<file path="config.mk">
export PLATFORM = sky130hd
export DESIGN_NAME = jt12_gainlim
export DESIGN_NICKNAME = d
export VERILOG_FILES = /design/src/rtl/jt12_gainlim_pkg.sv /design/src/rtl/jt12_gainlim_sat.sv /design/src/rtl/jt12_gainlim.sv
export SDC_FILE = /design/constraint.sdc
export NUM_CORES = 1
export LEC_CHECK = 0
export BUFFER_PORTS_ARGS = -buffer_cell sky130_fd_sc_hd__buf_2
export CORE_MARGIN = 2
export CORE_UTILIZATION = 47
export DETAILED_ROUTE_END_ITERATION = 8
export PLACE_DENSITY = 0.78
export SYNTH_ARGS = -nofsm -noshare
export SYNTH_HDL_FRONTEND = slang
export SYNTH_SLANG_ARGS = --single-unit
</file>
<file path="constraint.sdc">
create_clock -name clk -period 3.1 [get_ports clk]
set_input_delay 0.775 -clock clk [delete_from_list [all_inputs] [get_ports clk]]
set_output_delay 0.775 -clock clk [all_outputs]
set_load 0.05 [all_outputs]
</file>
<file path="src/rtl/jt12_gainlim_pkg.sv">
// Shared types and sizing helpers for the jt12_gainlim limiter.
package jt12_gainlim_pkg;

  typedef enum logic {
    ST_TRACK = 1'b0,
    ST_HOLD  = 1'b1
  } state_t;

  function automatic int gw_of(input int maxshift);
    return $clog2(maxshift + 1);
  endfunction

  // Counter width that stays at least one bit for degenerate HOLD/RAMP of 1.
  function automatic int cw_of(input int n);
    return (n > 1) ? $clog2(n) : 1;
  endfunction

endpackage

</file>
<file path="src/rtl/jt12_gainlim_sat.sv">
// One channel of shift-and-saturate: combinational, no backpressure.
// Clips when any bit shifted into or through the sign position differs from the sign.
module jt12_gainlim_sat
  import jt12_gainlim_pkg::*;
#(
  parameter int WIDTH    = 16,
  parameter int MAXSHIFT = 7,
  localparam int GW      = gw_of(MAXSHIFT)
) (
  input  logic [WIDTH-1:0] x,
  input  logic [GW-1:0]    g,
  output logic [WIDTH-1:0] y,
  output logic             clip
);

  always_comb begin
    clip = 1'b0;
    for (int k = 1; k <= MAXSHIFT; k++) begin
      if ((k <= int'(g)) && (x[WIDTH-1-k] != x[WIDTH-1])) begin
        clip = 1'b1;
      end
    end
    if (clip) begin
      y = {x[WIDTH-1], {(WIDTH-1){~x[WIDTH-1]}}};
    end else begin
      y = x << g;
    end
  end

endmodule

</file>
<file path="src/rtl/jt12_gainlim.sv">
// N-channel limiting amplifier with clip-driven hold/ramp gain control.
// Latency 2 cycles from sample_valid to dout_valid; no backpressure, one sample per cycle.
module jt12_gainlim
  import jt12_gainlim_pkg::*;
#(
  parameter int WIDTH    = 16,
  parameter int CH       = 2,
  parameter int MAXSHIFT = 7,
  parameter int HOLD     = 64,
  parameter int RAMP     = 256,
  localparam int GW      = gw_of(MAXSHIFT)
) (
  input  logic                clk,
  input  logic                rst_n,
  input  logic                sample_valid,
  input  logic [CH*WIDTH-1:0] din,
  input  logic [GW-1:0]       gain_tgt,
  input  logic                clr_ovf,
  output logic [CH*WIDTH-1:0] dout,
  output logic                dout_valid,
  output logic [CH-1:0]       ovf,
  output logic [GW-1:0]       gain_cur,
  output logic                limiting
);

  localparam int HW = cw_of(HOLD);
  localparam int RW = cw_of(RAMP);
  localparam logic [HW-1:0] HOLD_LOAD = HW'(HOLD - 1);
  localparam logic [RW-1:0] RAMP_TOP  = RW'(RAMP - 1);
  localparam logic [GW:0]   MAX_EXT   = (GW+1)'(MAXSHIFT);

  logic [CH*WIDTH-1:0] s1_dat_q, s1_dat_d;
  logic [GW-1:0]       s1_gain_q, s1_gain_d;
  logic                s1_vld_q, s1_vld_d;
  logic [CH*WIDTH-1:0] dout_q, dout_d;
  logic                dout_vld_q, dout_vld_d;
  logic [CH-1:0]       clip_q, clip_d;
  logic [CH-1:0]       ovf_q, ovf_d;
  logic [GW-1:0]       gain_q, gain_d;
  state_t              state_q, state_d;
  logic [HW-1:0]       hold_q, hold_d;
  logic [RW-1:0]       ramp_q, ramp_d;
  logic                limiting_q, limiting_d;

  logic [CH*WIDTH-1:0] sat_y;
  logic [CH-1:0]       sat_clip;
  logic [GW-1:0]       tgt;
  logic [GW-1:0]       gain_dec;
  logic                clip_any;

  for (genvar i = 0; i < CH; i++) begin : g_ch
    jt12_gainlim_sat #(
      .WIDTH   (WIDTH),
      .MAXSHIFT(MAXSHIFT)
    ) u_sat (
      .x   (s1_dat_q[i*WIDTH +: WIDTH]),
      .g   (s1_gain_q),
      .y   (sat_y[i*WIDTH +: WIDTH]),
      .clip(sat_clip[i])
    );
  end

  always_comb begin
    tgt      = ({1'b0, gain_tgt} > MAX_EXT) ? GW'(MAXSHIFT) : gain_tgt;
    clip_any = |clip_q;
    gain_dec = (gain_q != '0) ? (gain_q - GW'(1)) : gain_q;

    // Stage 1 latches the gain alongside the data so later gain moves never touch it.
    s1_vld_d   = sample_valid;
    s1_dat_d   = sample_valid ? din    : s1_dat_q;
    s1_gain_d  = sample_valid ? gain_q : s1_gain_q;

    dout_vld_d = s1_vld_q;
    dout_d     = s1_vld_q ? sat_y    : dout_q;
    clip_d     = s1_vld_q ? sat_clip : '0;

    ovf_d = ovf_q & ~{CH{clr_ovf}};
    if (dout_vld_q) begin
      ovf_d = ovf_d | clip_q;
    end

    gain_d  = gain_q;
    state_d = state_q;
    hold_d  = hold_q;
    ramp_d  = ramp_q;

    if (dout_vld_q) begin
      if (state_q == ST_TRACK) begin
        if (clip_any) begin
          gain_d  = gain_dec;
          hold_d  = HOLD_LOAD;
          state_d = ST_HOLD;
        end else if (gain_q > tgt) begin
          gain_d = gain_q - GW'(1);
          ramp_d = '0;
        end else if (gain_q < tgt) begin
          if (ramp_q == RAMP_TOP) begin
            gain_d = gain_q + GW'(1);
            ramp_d = '0;
          end else begin
            ramp_d = ramp_q + RW'(1);
          end
        end else begin
          ramp_d = '0;
        end
      end else begin
        if (clip_any) begin
          gain_d = gain_dec;
          hold_d = HOLD_LOAD;
        end else begin
          // While holding, gain may still follow a lowered target but never rises.
          if (gain_q > tgt) begin
            gain_d = gain_q - GW'(1);
          end
          if (hold_q == '0) begin
            state_d = ST_TRACK;
            ramp_d  = '0;
          end else begin
            hold_d = hold_q - HW'(1);
          end
        end
      end
    end

    limiting_d = (state_d == ST_HOLD);
  end

  always_ff @(posedge clk) begin
    if (!rst_n) begin
      s1_dat_q   <= '0;
      s1_gain_q  <= '0;
      s1_vld_q   <= 1'b0;
      dout_q     <= '0;
      dout_vld_q <= 1'b0;
      clip_q     <= '0;
      ovf_q      <= '0;
      gain_q     <= '0;
      state_q    <= ST_TRACK;
      hold_q     <= '0;
      ramp_q     <= '0;
      limiting_q <= 1'b0;
    end else begin
      s1_dat_q   <= s1_dat_d;
      s1_gain_q  <= s1_gain_d;
      s1_vld_q   <= s1_vld_d;
      dout_q     <= dout_d;
      dout_vld_q <= dout_vld_d;
      clip_q     <= clip_d;
      ovf_q      <= ovf_d;
      gain_q     <= gain_d;
      state_q    <= state_d;
      hold_q     <= hold_d;
      ramp_q     <= ramp_d;
      limiting_q <= limiting_d;
    end
  end

  assign dout       = dout_q;
  assign dout_valid = dout_vld_q;
  assign ovf        = ovf_q;
  assign gain_cur   = gain_q;
  assign limiting   = limiting_q;

endmodule

</file>
==> results.md <==
- Maximum clock insertion buffer count: 2
- Vias in the first global route: 3,996
- Leak pwr: 2.273 nW
- Fmax: ~430 MHz
- Final Hold Fails: 0
- Clock sinks: 91
- GR Overflow Total: 0
- Vias per cell: 5.801
- Post-Syn Instances: 542
- Yosys top cell by area: dfxtp_1
- Maximum VDD drop: 199.2 µV
- H-tree depth: 3
- Hold wc startpoint: dout[15]
- Worst EP arrival: 2.67 ns
- Worst-skew pair later-pin latency: between 0.3 and 0.4 ns
- Inserted Clock Buffers: 9
- Relative slew slack: 57.79%
- I/O pins: between 70 and 80
- Final Max Slew Viols: 0
- Layout area overhead: 12.15%
- Setup tns final: 0 ns
- Met3 Usage GRT: 3.679%
- Detail Placement HPWL: between 8000 and 9000 µm
- Register bit total from synthesis: slightly above 90
- Setup CP Type: reg2reg
- Worst-path maximum fanout: 19
- Drt pass-1 iters: 5
- Hold Path Sink: dout[15]
- Crit start category: register
- Crit path capture type: register
- Post-synthesis adder-cell area fraction: 2.034%
- DIE AREA: 0.01131 mm²
- Share of layout cells above drive strength 1: between 20% and 30%
- Antenna Cells: 0
- Worst hold slack: 0.4833 ns
- Starting Density: 48.10%
- Top-area cell type share of the netlist area: a little under two fifths
- Reg-to-reg slack, setup: about 0.75 ns
- Worst Hold Class: reg2reg
- Final setup viols: 0
- Pwr dens: 424.7 mW/mm²
- XOR/XNOR Fraction of Synth Area: 0.8899%
- Multiplexer share of the synthesized area: about 20%
- Layout Nets: 645
- Cts repair resizes: 0
- Busiest grt layer: met1
- Avg Cell Area, Syn: 9.079 µm²
- Die Ht: 106.3 µm
- Worst-path clk slew: 0.09 ns
- GPL Wtd Cong: around 0.9
- Row count: 37
- Total power: 2.344 mW
- Max cap viols: 0
- Placed cell area: 0.005350 mm²
- Top-count cell post-synth: dfxtp_1
- Worst-case reg-to-reg path depth: 5
- Drc violations: 0
- Hold path depth: 2
- Root Buffer: clkbuf_8
- Largest net degree at the start of global routing: 39
- Syn_nets: 589
- Min Tclk post-route: approximately 2.4 ns
- Post-detailed-route count of antenna-violating nets: 0
- CTS hold repair buffers: 0
- Gr usage total: 21.94%
- Main synth FF type: dfxtp_1
- Post-Syn Area: 0.004921 mm²
- Starting DRT DRC Count: 238
- Number of library cell types mapped by synthesis: 67
- Reg2Reg Launch Point: s1_gain_q[2]
- CTS tree: built
- Slew @ Worst Pin: 0.6294 ns
- R2r endpoint: dout[1]
- Top post-synthesis cells by area: dfxtp_1 37%, mux2i_1 14%, nor2_1 4.5%
- Post-synthesis simple-gate area fraction: about 16%
- Clock skew: 0.007845 ns
- RSZ-0062 raised after global routing: false
- Post-synth EDFFs: 0
- Routed WL: 12,070 µm
- FFs w/ async S/R, synth: 0%
- Status: finished, final reports clean
- Routed via count: around 4,300
- Synth Area in Compound Gates: 19.20%
- GR Util met2: 31.55%
- Chip width: 106.3 µm
- Met1 Resource Use GR: 32.25%
- I/O Buffers: 77
- Combinational family with the most area after synthesis: multiplexers
- Post-layout instance area: 0.005519 mm²
- Ys Warns: 0
- Crit path required time: 3.42 ns
- First-pass GRT wire length: 19,960 µm
- Most frequent cells after synthesis: 91 x dfxtp_1, 68 x mux2i_1, 59 x nor2_1
- Initial antenna violation count: 0
- Fin util: 53.94%
- Final worst-path cycle share: approximately three quarters
- Sequential element share of the synthesized area: a little under two fifths
- Post-CTS setup buffers: 0
- CORE AREA: 0.01023 mm²
- Post-DR wirelength/cell: 16.35 µm
==> cells by family (layout without fill, tap and decap cells) <==
kind of cell | Yosys count | after routing
xor gates and xnor gates | 5 | 5
AOI/OAI and AO/OA | 126 | 126
adders and majority gates | 8 | 8
buffers and inverters | 59 | 119
muxes | 89 | 89
and+or+nand+nor | 164 | 164
DFF | 91 | 91
==> critical path, stage by stage (launching register included) <==
cell	delay [ns]
dfxtp_1	0.50
inv_2	0.24
a2111oi_0	0.50
and2_1	0.44
o31a_2	0.36
o221a_2	0.24
==> worst max-delay path by stage <==
| stage | start | endpoint | slack, ns |
|---|---|---|---|
| 2_1_floorplan | gain_tgt[1] | gain_cur[2] | 0.62 |
| 3_3_place_gp | gain_tgt[1] | gain_cur[2] | 0.75 |
| 5_1_grt | s1_dat_q[15] | dout[13] | 0.49 |
| 6_report | s1_gain_q[2] | dout[1] | 0.75 |
| 4_1_cts | s1_dat_q[15] | dout[1] | 0.77 |
| 3_5_place_dp | gain_tgt[1] | gain_cur[2] | 0.67 |
==> cell usage in the layout (no fill, tap or decap), types with 17 or more instances in the layout <==
cell / n
nand3_1: 17
o21ai_0: 21
a21oi_1: 30
nand2_1: 29
nor3_1: 25
dfxtp_1: 90
mux2_2: 17
mux2i_1: 68
nor2_1: 59
buf_2: 77
==> power breakdown <==
group	switching (mW)	internal, mW	leakage (nW)
combinational	0.221	0.133	1.44
sequential	0.0519	1.22	0.745
clock	0.412	0.309	0.0891
==> flip-flops by register name, indices dropped and copies added, names as in the netlist <==
register / cells
ramp_q: 8
s1_dat_q: 32
limiting: 1
hold_q: 6
dout: 32
dout_vld_d: 1
ovf: 2
gain_cur: 3
clip_q: 2
s1_gain_q: 3
dout_valid: 1
==> per-stage QoR <==
stage               setup WS [ns]  instances
global placement           0.7460        723
finish                     0.7475        738
global route               0.4920        738
detailed placement         0.6723        723
CTS                        0.7732        738
floorplan                  0.6175        542
==> layout make-up <==
class / instances / area [µm²]
Tap cell: 136 / 170.2
Fill cell: 926 / 4712
Inverter: 17 / 63.81
Clock buffer: 11 / 141.4
Sequential cell: 91 / 1823
Multi-Input combinational cell: 392 / 2833
Timing Repair Buffer: 87 / 460.4
Clock inverter: 4 / 27.53
==> metal layers <==
layer / part of all wire (%) / vias up
met5: 0 / -
met4: 2.3 / 0
met3: 4.9 / 22
met2: 42 / 145
met1: 50 / 1985
li1: - / 2129
Note: power is estimated with default switching activity, not from simulation.
